File: src/rtl/snake_pkg.sv
// Shared direction encoding, debouncer state encoding and turn helpers
// for the snake game input path.
package snake_pkg;

    typedef logic [1:0] dir_t;

    localparam dir_t DIR_UP    = 2'b00;
    localparam dir_t DIR_DOWN  = 2'b01;
    localparam dir_t DIR_LEFT  = 2'b10;
    localparam dir_t DIR_RIGHT = 2'b11;
    localparam dir_t DIR_RESET = DIR_RIGHT;

    // Button index equals the direction code it requests.
    localparam int NUM_BTNS = 4;

    typedef enum logic [1:0] {
        DB_RELEASED     = 2'b00,
        DB_PRESS_WAIT   = 2'b01,
        DB_PRESSED      = 2'b10,
        DB_RELEASE_WAIT = 2'b11
    } db_state_e;

    // Opposite directions differ only in bit 0.
    function automatic dir_t dir_opposite(input dir_t d);
        return d ^ 2'b01;
    endfunction

endpackage

File: src/rtl/btn_debounce.sv
// One button: 2-flop synchroniser, debounce FSM and stability counter.
// Emits a single-cycle press pulse when a press has been stable long enough.
module btn_debounce
    import snake_pkg::*;
#(
    parameter int DEBOUNCE_CYCLES = 125000,
    parameter int CNT_W           = 17
) (
    input  logic clk,
    input  logic rst,
    input  logic btn_in,
    output logic press
);

    localparam logic [CNT_W-1:0] CNT_LAST = CNT_W'(DEBOUNCE_CYCLES - 1);

    logic             btn_s1, btn_s2;
    db_state_e        state, state_nxt;
    logic [CNT_W-1:0] cnt;
    logic             cnt_done;

    assign cnt_done = (cnt == CNT_LAST);

    always_ff @(posedge clk) begin
        if (rst) begin
            btn_s1 <= 1'b0;
            btn_s2 <= 1'b0;
        end else begin
            btn_s1 <= btn_in;
            btn_s2 <= btn_s1;
        end
    end

    always_ff @(posedge clk) begin
        if (rst) state <= DB_RELEASED;
        else     state <= state_nxt;
    end

    always_comb begin
        state_nxt = state;
        case (state)
            DB_RELEASED:     if (btn_s2) state_nxt = DB_PRESS_WAIT;
            DB_PRESS_WAIT:   if (!btn_s2) state_nxt = DB_RELEASED;
                             else if (cnt_done) state_nxt = DB_PRESSED;
            DB_PRESSED:      if (!btn_s2) state_nxt = DB_RELEASE_WAIT;
            DB_RELEASE_WAIT: if (btn_s2) state_nxt = DB_PRESSED;
                             else if (cnt_done) state_nxt = DB_RELEASED;
            default:         state_nxt = DB_RELEASED;
        endcase
    end

    // Count only while waiting out a change; any transition restarts at 0.
    always_ff @(posedge clk) begin
        if (rst)
            cnt <= '0;
        else if ((state == DB_PRESS_WAIT || state == DB_RELEASE_WAIT) && state_nxt == state)
            cnt <= cnt + 1'b1;
        else
            cnt <= '0;
    end

    always_comb begin
        press = (state == DB_PRESS_WAIT) && (state_nxt == DB_PRESSED);
    end

endmodule

File: src/rtl/dir_input_ctrl.sv
// Snake input front end: debounced buttons, turn validation and per-tick release.
// TURN_QUEUE_EN selects a QUEUE_DEPTH FIFO instead of a single pending turn.
module dir_input_ctrl
    import snake_pkg::*;
#(
    parameter int DEBOUNCE_CYCLES = 125000,
    parameter int QUEUE_DEPTH     = 2,
    parameter int CNT_W           = 17
) (
    input  logic       clk,
    input  logic       rst,
    input  logic       restart,
    input  logic       refresh,
    input  logic       up_in,
    input  logic       down_in,
    input  logic       left_in,
    input  logic       right_in,
    output logic [1:0] dir,
    output logic       step,
    output logic [1:0] queue_count,
    output logic       overflow
);

    logic [NUM_BTNS-1:0] btn_raw, btn_evt;
    logic                evt_vld;
    dir_t                evt_dir, ref_dir;
    logic                ref_s1, ref_s2, ref_s3, tick;
    logic                turn_ok, pop;

    assign btn_raw = {right_in, left_in, down_in, up_in};

    for (genvar g = 0; g < NUM_BTNS; g++) begin : g_btn
        btn_debounce #(
            .DEBOUNCE_CYCLES(DEBOUNCE_CYCLES),
            .CNT_W          (CNT_W)
        ) u_db (
            .clk   (clk),
            .rst   (rst),
            .btn_in(btn_raw[g]),
            .press (btn_evt[g])
        );
    end

    // Lowest index wins: up > down > left > right.
    always_comb begin
        evt_vld = |btn_evt;
        evt_dir = DIR_RIGHT;
        for (int i = NUM_BTNS - 1; i >= 0; i--)
            if (btn_evt[i]) evt_dir = dir_t'(i);
    end

    always_ff @(posedge clk) begin
        if (rst) begin
            ref_s1 <= 1'b0;
            ref_s2 <= 1'b0;
            ref_s3 <= 1'b0;
        end else begin
            ref_s1 <= refresh;
            ref_s2 <= ref_s1;
            ref_s3 <= ref_s2;
        end
    end

    assign tick    = ref_s2 & ~ref_s3;
    assign turn_ok = evt_vld && (evt_dir != ref_dir) && (evt_dir != dir_opposite(ref_dir));

`ifdef TURN_QUEUE_EN
    localparam logic [1:0] QD = 2'(QUEUE_DEPTH);

    logic [QUEUE_DEPTH-1:0][1:0] q;
    logic [1:0]                  cnt;
    logic                        ovf, push, drop;
    int                          push_idx;

    // Head lives at q[0]; tail is q[cnt-1].
    always_comb begin
        ref_dir = dir;
        for (int i = 0; i < QUEUE_DEPTH; i++)
            if (int'(cnt) == i + 1) ref_dir = q[i];
        pop      = tick && (cnt != 2'd0);
        push     = turn_ok && (cnt != QD);
        drop     = turn_ok && (cnt == QD);
        push_idx = int'(cnt) - (pop ? 1 : 0);
    end

    always_ff @(posedge clk) begin
        if (rst || restart) begin
            dir  <= DIR_RESET;
            step <= 1'b0;
            cnt  <= 2'd0;
            ovf  <= 1'b0;
            q    <= '0;
        end else begin
            step <= tick;
            if (pop) begin
                dir <= q[0];
                for (int i = 0; i < QUEUE_DEPTH - 1; i++)
                    q[i] <= q[i+1];
            end
            for (int i = 0; i < QUEUE_DEPTH; i++)
                if (push && i == push_idx) q[i] <= evt_dir;
            case ({push, pop})
                2'b10:   cnt <= cnt + 2'd1;
                2'b01:   cnt <= cnt - 2'd1;
                default: cnt <= cnt;
            endcase
            if (drop) ovf <= 1'b1;
        end
    end

    assign queue_count = cnt;
    assign overflow    = ovf;
`else
    logic pend_vld;
    dir_t pend_dir;

    always_comb begin
        ref_dir = dir;
        pop     = tick && pend_vld;
    end

    // Last valid press overwrites the pending turn, even in a tick cycle.
    always_ff @(posedge clk) begin
        if (rst || restart) begin
            dir      <= DIR_RESET;
            step     <= 1'b0;
            pend_vld <= 1'b0;
            pend_dir <= DIR_RESET;
        end else begin
            step <= tick;
            if (pop) dir <= pend_dir;
            if (turn_ok) begin
                pend_vld <= 1'b1;
                pend_dir <= evt_dir;
            end else if (pop) begin
                pend_vld <= 1'b0;
            end
        end
    end

    assign queue_count = {1'b0, pend_vld};
    assign overflow    = 1'b0;
`endif

endmodule

File: config.mk
export PLATFORM = sky130hd
export DESIGN_NAME = dir_input_ctrl
export DESIGN_NICKNAME = d
export VERILOG_FILES = /design/src/rtl/snake_pkg.sv /design/src/rtl/btn_debounce.sv /design/src/rtl/dir_input_ctrl.sv
export SDC_FILE = /design/constraint.sdc
export NUM_CORES = 1
export LEC_CHECK = 0
export CORE_MARGIN = 2
export CORE_UTILIZATION = 65
export DETAILED_ROUTE_END_ITERATION = 8
export DONT_BUFFER_PORTS = 1
export GPL_ROUTABILITY_DRIVEN = 0
export PLACE_DENSITY = 0.81
export SKIP_LAST_GASP = 1
export SYNTH_ARGS = -nofsm -noshare
export SYNTH_HDL_FRONTEND = slang
export SYNTH_SLANG_ARGS = --single-unit
File: constraint.sdc
create_clock -name clk -period 4.3 [get_ports clk]
set_input_delay 1.29 -clock clk [delete_from_list [all_inputs] [get_ports clk]]
set_output_delay 1.29 -clock clk [all_outputs]
set_load 0.02 [all_outputs]
== Yosys cells after proc, flatten, opt, wreduce, memory -nomap -nowiden ==
Index checks and enable logic that the tools add are counted.
Storage, ports and cells
  bits in registers: 93
  latch bits: 0
  memory bits (writable): 0
  bits in read-only memories: 0
  bits of input ports: 8
  output and inout bits: 6
  memories kept: 0
Cells by class
  $add $sub $neg: 4
  multipliers: 0
  div/mod/pow operators: 0
  $lt $le $gt $ge: 0
  equality and inequality tests: 26
  shift operators: 0
  muxes and demuxes: 33
  bitwise logic cells: 7
  reductions and logical operators: 26
Operators with widths (number)
  adder 17 x 1 -> 17 bit (second input constant): 4
  equality test 17 bit (second input constant): 4
  2-to-1 mux 2 bit: 26
  case mux 2 bit (4 select lines): 4
  equality test 2 bit (second input constant): 12
  logical AND 1 bit: 11
  equality test 2 x 1 -> 1 bit (second input constant): 4
  equality test 2 bit: 4
  zero test 2 bit: 4
  OR reduction 2 bit: 4
  NOT 1 bit: 6
  logical OR 1 bit: 5
  inequality test 2 bit: 2
  OR reduction 4 bit: 1
  2-to-1 mux 1 bit: 3
  nonzero test 2 bit: 1
  bitwise AND 1 bit: 1

== Longest topological paths before layout ==
Gate-level depths: netlist of the first run.
  depth after elaboration: 13
  gate-level depth with buffers: 7
  depth with buffers taken out: 6

== Cells and area by module ==
From an unflattened synthesis of the first run, not the netlist that was laid out.
Second synthesis, totals
  cell total of the unflattened synthesis: 446
  area, all modules: 4078.9 µm²
By module, submodules not included
  btn_debounce: instances 4, cells each 102, area each 924.6 µm²
  dir_input_ctrl: instances 1, cells each 38, area each 380.4 µm²

== Worst setup path after synthesis of the first run ==
No wires, ideal clock.
  path kind: input port to flip-flop
  from: in rst
  to: reg g_btn[1].u_db.cnt[10]
  arrival time: 2.342 ns
  setup slack: 1.894 ns
  stages: 4
  buffers on the path: 2
  cell sequence: or4b_2 -> buf_2 -> buf_4 -> nor2_1
Between the ends
  longest elaborated chain between the ends: 1
Ends and longest elaborated chain
  start, declared: line dir_input_ctrl.sv:11  | input logic rst,
  OR reduction 2 bit (no line)
  end signal, assigned: line btn_debounce.sv:57  | cnt <= cnt + 1'b1;
  end, declared: line btn_debounce.sv:19  | logic [CNT_W-1:0] cnt;
No other way between the ends.
A chain may end at the register's enable or synchronous reset.

== Final worst setup path of the first run ==
  from: reg g_btn[1].u_db.cnt[8]
  to: reg g_btn[1].u_db.cnt[2]
Between the ends
  longest elaborated chain between the ends: 8
  elaborated cells on any way between the ends: 10
Ends and longest elaborated chain
  equality test 17 bit *: line btn_debounce.sv:22  | assign cnt_done = (cnt == CNT_LAST);
  2-to-1 mux 2 bit (on tied branches): line btn_debounce.sv:47, btn_debounce.sv:44
  2-to-1 mux 2 bit (on tied branches): line btn_debounce.sv:46, btn_debounce.sv:43
  case mux 2 bit (4 select lines) *: line btn_debounce.sv:41  | case (state)
  equality test 2 bit *: line btn_debounce.sv:56  | else if ((state == DB_PRESS_WAIT || state == DB_RELEASE_WAIT) && state_nxt == state)
  logical AND 1 bit *: line btn_debounce.sv:56
  NOT 1 bit (no line) *
  OR reduction 2 bit (no line) *
Every way passes the cells marked *; elsewhere a longest branch is shown, timed or not.

==> metrics.md, run 1 <==
| Metric | Value |
|---|---|
| RSZ-0062 raised after global routing | `false` |
| Post-Route Setup TNS | `0 ns` |
| Via Count | `2970` |
| Fin crit period | `roughly 2.2 ns` |
| Max Clk Rate | `between 400 and 500 MHz` |
| Largest fanout on the critical path | `17` |
| Cell mode on critical path | `or4b_2` |
| WL per Instance | `~13 um` |
| TritonCTS buffer count | `9` |
| Die W | `between 80 and 90 um` |
| Fin. max-slew vios | `0` |
| Sequential share of the synthesized area | `a little under half` |
| Pwr Density | `between 300 and 400 mW/mm^2` |
| Status | `finished clean` |
| Vias in the first global route | `~2.7k` |
| Slew headroom | `around 56%` |
| Port bufs | `0` |
| Skew-Pair Late Insertion Delay | `~0.36 ns` |
| Number of flops mapped to enable cells by yosys | `0` |
| Aggregate routed wire length | `7.05 mm` |
| IO Pins | `14` |
| Hold WC Path Type | `reg2reg` |
| Initial Util | `roughly two thirds` |
| Placed standard-cell area | `0.00406 sq mm` |
| Final worst slack | `~2.1 ns` |
| Layout Skew | `a little over 0.008 ns` |
| Clk slew on worst S/H paths | `roughly 0.09 ns` |
| Period utilisation layout | `slightly above 50%` |
| Most frequent cells in the layout | `dfxtp_1, nor2_1, xor2_1, xnor2_1, nand3_1` |
| Ant. Diodes | `0` |
| CTS tree | `built` |
| Post-synth cell types | `42` |
| Post-CTS Hold Fix Bufs | `0` |
| Async set-reset flop share out of synthesis | `0%` |
| Post-Syn Area | `between 0.004 and 0.005 sq mm` |
| Layout cells sized above 1 | `6.00%` |
| Cells after Synth | `~450` |
| Layout area overhead | `6.44%` |
| Final nets | `457` |
| Crit path launch type | `register` |
| DR DRC count | `0` |
| Fin area | `0.00428 sq mm` |
| Power Total | `~1.5 mW` |
| Initial antenna violation count | `0` |
| Cell Rows | `28` |
| CTS H-tree depth | `3` |
| Leak | `1.41 nW` |
| Pre-CTS setup slack | `between 1.5 and 2 ns` |
| Dominant synthesized flop cell | `dfxtp_1` |
| Most common cell after layout, fill and taps aside | `dfxtp_1` |
| Hold Violations, Final | `0` |
| Slowest CP cell | `or4b_2` |
| Worst Path Required | `between 4 and 5 ns` |
| Synth Warn # | `0` |
| CP Capture Type | `register` |
| Worst path top cell family by delay | `simple AND/OR/NAND/NOR gates` |
| Die Ht | `between 80 and 90 um` |
| Grt ovf | `0` |
| CORE AREA | `0.00596 sq mm` |
| Critical setup path kind | `reg2reg` |
| Worst EP arrival | `approximately 2.4 ns` |
| First-pass GRT wire length | `between 10 and 15 mm` |
| Filler instances | `443` |
| Peak supply drop | `between 0.3 and 0.4 mV` |
| Gr usage total | `a little under a quarter` |
| Final setup viols | `0` |
| CP bufs+invs | `0` |
| Critical-path cell list | `or4b_2, nor4_1, or4b_2, nor2_1` |
| Hpwl dp | `between 4 and 5 mm` |
| Via density | `roughly 5.7` |
| CTS resizes | `0` |
| Initial DRC Count | `between 100 and 150` |
| Syn_area_per_cell | `around 9.0 sq um` |
| Postcts setup bufs | `0` |
| Max cap viols | `0` |
| Worst slew pin tran | `around 0.65 ns` |
| Full die area | `approximately 0.0068 sq mm` |
| CP max stage delay | `0.68 ns` |
| Initial DRT Pass Iterations | `4` |
| Pin count of the biggest net entering global routing | `23` |
| Root buffer cell | `clkbuf_8` |
| Remaining antenna violation count after routing | `0` |
| Max Root-Sink Buffers | `2` |
| Clock Sinks | `just over 90` |
| Synth Register Bits | `a little over 90` |
==> state kept, by name, indices dropped and copies added (netlist names) <==
name,count
g_btn.u_db.state,8
ref_s3,1
g_btn.u_db.cnt,68
g_btn.u_db.btn_s1,4
pend_vld,1
pend_dir,2
g_btn.u_db.btn_s2,4
dir,2
ref_s2,1
step,1
ref_s1,1
==> final timing paths <==
| path | startpoint | end | slack (ns) | cells after the start |
|---|---|---|---|---|
| setup / recovery | g_btn[1].u_db.cnt[8] | g_btn[1].u_db.cnt[2] | 2.13 | 4 |
| hold / removal | g_btn[1].u_db.btn_s1 | g_btn[1].u_db.btn_s2 | 0.44 | 1 |
| setup reg to reg | g_btn[1].u_db.cnt[8] | g_btn[1].u_db.cnt[2] | 2.13 | 4 |
| hold reg to reg | g_btn[1].u_db.btn_s1 | g_btn[1].u_db.btn_s2 | 0.44 | 1 |
==> per-layer routing <==
metal	routed length (um)	up-vias	global-route usage, %
met5	0	-	0
met4	86	0	7.05
met3	346	9	9.46
met2	3250	45	36.4
met1	3370	1390	27.2
li1	-	1526	-
==> through the flow <==
stage	hold slack [ns]	util (%)	cells
5_1_grt	0.461	71.9	525
3_3_place_gp	0.417	68.1	509
6_report	0.441	71.9	525
2_1_floorplan	0.413	-	446
4_1_cts	0.442	71.9	525
3_5_place_dp	0.421	68.1	509
==> logic make-up after synthesis <==
logic type / count (synthesis) / synth area share (%)
flops: 93 / 46.3
fa+ha+maj: 4 / 1.24
simple gates: 238 / 32.3
xor+xnor: 57 / 12.4
other cells: 1 / 0.0933
compound gates: 24 / 3.98
buf+inv: 24 / 2.68
mux: 4 / 0.996
==> cells in the mapped netlist (2+ instances only) <==
master,n,area (sq um)
nand3_1,26,130
or4b_2,5,50.1
o211ai_1,2,15.0
or4_4,2,22.5
ha_1,4,50.1
nor4bb_1,6,60.1
nand2b_1,3,18.8
and2_1,7,43.8
xnor2_1,27,236
nand4_1,17,106
mux2i_1,4,40.0
nor4b_1,3,26.3
xor2_1,30,263
nor4_1,4,25.0
nor3_1,6,30.0
inv_1,12,45.0
and4_1,10,87.6
o21ai_0,7,35.0
dfxtp_1,93,1860
or2_2,2,12.5
nor2b_1,16,100
a21oi_1,7,35.0
or3_1,5,31.3
and3_1,14,87.6
nor2_1,80,300
nand3b_1,2,15.0
buf_4,4,30.0
nand2_1,25,93.8
or4bb_1,4,45.0
clkbuf_1,5,18.8
buf_2,2,10.0
==> area by class of cell <==
class / instances / area [sq um] / area share (%)
multi-input cells: 329 / 2060 / 48.0
flip-flops and latches: 93 / 1860 / 43.5
clock buffers: 10 / 138 / 3.22
well taps: 75 / 93.8 / 2.19
clock inverters: 6 / 86.3 / 2.02
inverters: 12 / 45.0 / 1.05
==> power by group <==
group | internal [mW] | leakage (nW) | switching (mW)
Sequential | 0.866 | 0.752 | 0.00328
Clock | 0.342 | 0.112 | 0.294
Combinational | 0.00558 | 0.551 | 0.00615
Note: power is estimated with default switching activity, not from simulation.
==> inputs of run 2 (changes only) <==
CORE_UTILIZATION = 56   (was 65)
PLACE_DENSITY = 0.74   (was 0.81)
clock period = 1.9 ns   (was 4.3 ns; I/O delays follow)
==> metrics.md, run 2 (synthesis results as in run 1) <==
| Metric | Value |
|---|---|
| Final worst slack | `-0.0800 ns` |
| Cell Rows | `30` |
| WL met1 | `approximately 3.5 mm` |
| Layout cells sized above 1 | `roughly an eighth` |
| RSZ-0062 raised after global routing | `true` |
| Leak | `between 1.5 and 2 nW` |
| Switching share of power | `roughly 20%` |
| Die W | `just under 90 um` |
| Violated checks | `negative setup slack` |
| Top flop regs | `g_btn.u_db.cnt: 68 flops, g_btn.u_db.state: 8 flops` |
| Critical setup path kind | `reg2reg` |
| Most frequent cells in the layout | `dfxtp_1, nor2_1, xor2_1, buf_4, xnor2_1` |
| Initial Util | `about three fifths` |
| Gr usage total | `about a fifth` |
| Top sig layer | `met4` |
| Max cap viols | `0` |
| Ant. Diodes | `0` |
| CTS H-tree depth | `3` |
| Skew-Pair Late Insertion Delay | `between 0.3 and 0.4 ns` |
| Hold slack | `between 0.2 and 0.3 ns` |
| Status | `complete, but fails checks` |
| Hold Violations, Final | `0` |
| Die Ht | `around 89 um` |
| Clock share of power | `39.2%` |
| Layout Skew | `0.00355 ns` |
| WL per Instance | `12.8 um` |
| TritonCTS buffer count | `9` |
| Period utilisation layout | `104%` |
| Layout area overhead | `14.6%` |
| Via density | `~5.3` |
| Peak supply drop | `roughly 0.65 mV` |
| Post-Route Setup TNS | `-0.119 ns` |
| Hpwl dp | `roughly 5.3 mm` |
| Remaining antenna violation count after routing | `0` |
| Max Root-Sink Buffers | `2` |
| Worst Path Required | `about 2.2 ns` |
| Final setup viols | `2` |
| First-pass GRT wire length | `12.8 mm` |
| Sequential Power Share | `approximately three fifths` |
| Initial DRC Count | `between 100 and 150` |
| Clock Sinks | `between 90 and 100` |
| Initial DRT Pass Iterations | `5` |
| Grt ovf | `0` |
| Root buffer cell | `clkbuf_8` |
| Final nets | `~490` |
| IO Pins | `14` |
| Fin. max-slew vios | `0` |
| Vias in the first global route | `2888` |
| Footprint of the multi-input gates | `around 0.0021 sq mm` |
| Logic pwr share | `less than 1%` |
| Max Clk Rate | `a little over 500 MHz` |
| DR DRC count | `0` |
| NetSw | `about 670 uW` |
| Filler instances | `571` |
| CORE AREA | `between 0.006 and 0.007 sq mm` |
| Metal2 WL | `3.48 mm` |
| Initial antenna violation count | `0` |
| Hold WC Path Type | `in2reg` |
| Reg with most FFs | `g_btn.u_db.cnt` |
| P_int | `roughly 2.6 mW` |
| Aggregate routed wire length | `around 7.4 mm` |
| Crit path launch type | `register` |
| Most common cell after layout, fill and taps aside | `dfxtp_1` |
| Register area | `around 0.0019 sq mm` |
| Full die area | `between 0.007 and 0.008 sq mm` |
| Largest fanout on the critical path | `2` |
| Met3 WL | `about 350 um` |
| Port bufs | `0` |
| Pwr Density | `between 700 and 800 mW/mm^2` |
| Clk slew on worst S/H paths | `~0.080 ns` |
| CTS tree | `built` |
| Worst EP arrival | `between 2 and 2.5 ns` |
| Fin crit period | `1.98 ns` |
| Max reg flops | `68` |
| Pin count of the biggest net entering global routing | `23` |
| CP Capture Type | `register` |
| Via Count | `~3.0k` |
-- run 2: power by group through the flow --
| stage | registers, mW | logic, mW | clock network, mW |
|---|---|---|---|
| 2_1_floorplan | 2.01 | 0.0313 | 0 |
| 3_3_place_gp | 2.01 | 0.0268 | 0 |
| 3_5_place_dp | 2.01 | 0.0276 | 0 |
| 4_1_cts | 1.97 | 0.0279 | 1.31 |
| 5_1_grt | 1.97 | 0.0311 | 1.40 |
| 6_report | 1.97 | 0.0278 | 1.28 |
-- run 2: worst paths after layout --
check | slack, ns | end | depth (start not counted) | start
setup / recovery | -0.08 | pend_vld | 5 | g_btn[3].u_db.cnt[4]
setup reg to reg | -0.08 | pend_vld | 5 | g_btn[3].u_db.cnt[4]
hold / removal | 0.28 | ref_s3 | 1 | rst
hold reg to reg | 0.45 | g_btn[2].u_db.btn_s2 | 1 | g_btn[2].u_db.btn_s1
-- run 2: layout make-up --
| class | instances | share of cell area (%) |
|---|---|---|
| multi-input combinational | 329 | 45.8 |
| inverter | 12 | 0.977 |
| clock buffer | 12 | 3.15 |
| timing repair buffer | 32 | 6.03 |
| sequential | 93 | 40.4 |
| clock inverter | 4 | 1.03 |
| tap | 96 | 2.61 |
-- run 2: metrics by stage --
step                      setup slack [ns]  util [%]  area (sq um)  instances  power (mW)
after floorplan                    -0.0534         -          4030        446        2.04
after global placement             -0.0712      63.5          4360        561        2.04
after detailed placement            -0.111      63.5          4360        561        2.04
after CTS                          -0.0967      66.9          4600        578        3.31
after global routing                -0.162      67.1          4610        578        3.40
final                              -0.0800      67.1          4610        578        3.28
-- run 2: layer usage --
layer  global-route usage [%]  vias to the layer above
met3                     5.50                        9
met5                        0                        -
met4                     6.61                        0
li1                         -                     1586
met1                     26.2                     1388
met2                     34.1                       53
-- run 2: timing repair --
action / in CTS / in global routing
endpoints found under the hold margin: 0 / 0
gates resized for setup: 7 / 3
hold buffers: 0 / 0
endpoints found under the setup margin: 4 / 22
pin swaps: 5 / 7
cloned: 0 / 0
setup buffers: 1 / 0
-- run 2: worst max-delay path, cell delays in order, from the launching register on --
cell,delay [ns]
dfxtp_1,0.31
or4bb_1,0.51
or4_4,0.53
and4bb_1,0.29
o2111ai_2,0.13
a21oi_2,0.15
==> inputs of run 3 (changes only) <==
CORE_UTILIZATION = 25   (was 56)
PLACE_DENSITY = 0.4   (was 0.74)
==> metrics.md, run 3 (synthesis results as in run 1) <==
| Metric | Value |
|---|---|
| Worst Path Required | `around 2.2 ns` |
| Placed standard-cell area | `~0.0046 sq mm` |
| TritonCTS buffer count | `9` |
| Layout area overhead | `25.4%` |
| Vias in the first global route | `just over 3k` |
| Leak | `around 1.8 nW` |
| Min-delay src | `rst` |
| Peak supply drop | `0.471 mV` |
| Reg-to-Reg End | `pend_vld` |
| Most common cell after layout, fill and taps aside | `dfxtp_1` |
| Cell mode on critical path | `or4_4` |
| Critical-path cell list | `or4_4, or4_4, and4bb_1, o2111ai_2, a21oi_2` |
| Die W | `131 um` |
| Status | `complete, but fails checks` |
| Clk slew on worst S/H paths | `0.07 ns` |
| Crit path launch type | `register` |
| Max Clk Rate | `511 MHz` |
| Root buffer cell | `clkbuf_16` |
| Hold Violations, Final | `0` |
| Port bufs | `0` |
| Initial DRC Count | `between 100 and 150` |
| Max Root-Sink Buffers | `2` |
| Period utilisation layout | `103%` |
| Cell Rows | `46` |
| Fin area | `0.00504 sq mm` |
| Layout cells sized above 1 | `around 17%` |
| Hpwl dp | `between 5 and 6 mm` |
| CP Capture Type | `register` |
| CTS H-tree depth | `3` |
| Die Ht | `around 130 um` |
| Worst EP arrival | `approximately 2.2 ns` |
| Pwr Density | `between 800 and 900 mW/mm^2` |
| Top flop regs | `g_btn.u_db.cnt: 68 flops, g_btn.u_db.state: 8 flops` |
| Via Count | `a little over 3k` |
| Grt ovf | `0` |
| CTS tree | `built` |
| Max cap viols | `0` |
| RSZ-0062 raised after global routing | `true` |
| Pin count of the biggest net entering global routing | `23` |
| Hold Path Stages | `1` |
| Largest fanout on the critical path | `2` |
| DR DRC count | `0` |
| Gr usage total | `a little over a tenth` |
| CORE AREA | `0.0158 sq mm` |
| Full die area | `~0.017 sq mm` |
| Critical setup path kind | `reg2reg` |
| R2R depth | `5` |
| Filler instances | `1661` |
| Skew-Pair Late Insertion Delay | `approximately 0.34 ns` |
| Final setup viols | `2` |
| Aggregate routed wire length | `about 8.2 mm` |
| Hold slack | `just under 0.3 ns` |
| Post-CTS Hold Fix Bufs | `0` |
| Clock Sinks | `93` |
| R2R Setup Slk | `-0.06 ns` |
| Fin. max-slew vios | `0` |
| Violated checks | `negative setup slack` |
| First-pass GRT wire length | `around 14 mm` |
| CP max stage delay | `around 0.52 ns` |
| Fin crit period | `about 2.0 ns` |
| Ant. Diodes | `0` |
| Initial Util | `between 20% and 30%` |
| WL per Instance | `11.5 um` |
| Layout Skew | `about 0.0048 ns` |
| Reg with most FFs | `g_btn.u_db.cnt` |
| Final nets | `502` |
| Initial DRT Pass Iterations | `4` |
| Power Total | `4.17 mW` |
| Final worst slack | `-0.0569 ns` |
| Via density | `4.32` |
| Initial antenna violation count | `0` |
| Slowest CP cell | `or4_4` |
| Most frequent cells in the layout | `dfxtp_1, nor2_1, buf_4, xor2_1, xnor2_1` |
| WHS Endpoint | `g_btn[2].u_db.state[1]` |
| Max reg flops | `68` |
| Origin of the critical flop-to-flop path | `g_btn[3].u_db.cnt[9]` |
| Remaining antenna violation count after routing | `0` |
| Hold WC Path Type | `in2reg` |
| IO Pins | `14` |
==> run 3: cell types whose count changed in the layout (fill, tap and decap cells not counted), moves of 2 or more <==
cell,before,now
dfxtp_1,92,88
bufinv_16,1,4
dfxtp_2,1,5
buf_4,29,42
or4b_4,4,2
clkinv_2,2,0
clkbuf_16,0,9
or4b_2,1,3
clkbuf_8,10,0
==> run 3: critical path, delay by kind of cell, from the launching register on <==
| family | cells | cell delay [ns] |
|---|---|---|
| compound gates | 2 | 0.26 |
| flops | 1 | 0.32 |
| simple gates | 3 | 1.32 |
==> run 3: cell type report <==
type | count | area (sq um) | area share (%)
Clock inverter | 6 | 135 | 2.68
Tap cell | 216 | 270 | 5.36
Sequential cell | 93 | 1870 | 37.1
Multi-Input combinational cell | 329 | 2120 | 42.0
Timing Repair Buffer | 45 | 375 | 7.45
Inverter | 12 | 45.0 | 0.894
Clock buffer | 10 | 229 | 4.54
==> run 3: through the flow <==
stage	setup TNS (ns)	util [%]	worst slack (ns)	instances
after floorplan	-0.561	-	-0.0534	446
after global placement	-0.104	29.1	-0.0641	693
after detailed placement	-0.427	29.1	-0.184	693
after CTS	-0.233	31.6	-0.0908	710
after global routing	-0.306	31.8	-0.134	711
final	-0.0621	31.8	-0.0569	711
==> run 3: repair_timing <==
action | in CTS | in global routing
resized for setup | 5 | 11
setup buffers | 1 | 1
endpoints found under the setup margin | 4 | 24
pin swaps | 4 | 9
==> run 3: worst max path at each step <==
| stage | from | endpoint | slack [ns] |
|---|---|---|---|
| global route | g_btn[3].u_db.cnt[9] | pend_vld | -0.13 |
| detailed placement | g_btn[1].u_db.cnt[12] | pend_dir[0] | -0.18 |
| global placement | g_btn[3].u_db.cnt[3] | pend_vld | -0.06 |
| CTS | g_btn[3].u_db.cnt[9] | pend_vld | -0.09 |
| floorplan | g_btn[3].u_db.cnt[9] | g_btn[3].u_db.cnt[10] | -0.05 |
| finish | g_btn[3].u_db.cnt[9] | pend_vld | -0.06 |
==> run 3: power breakdown <==
group	switching, mW	internal (mW)
clock	0.754	1.42
sequential	0.00774	1.96
combinational	0.0146	0.0135
total	0.776	3.39
==> run 3: per-layer routing <==
layer	vias to the layer above	routed length, um	GRT usage [%]
met2	23	3880	17.6
met5	-	0	0
li1	1618	-	-
met1	1423	3950	12.8
met4	0	131	4.13
met3	11	226	3.05
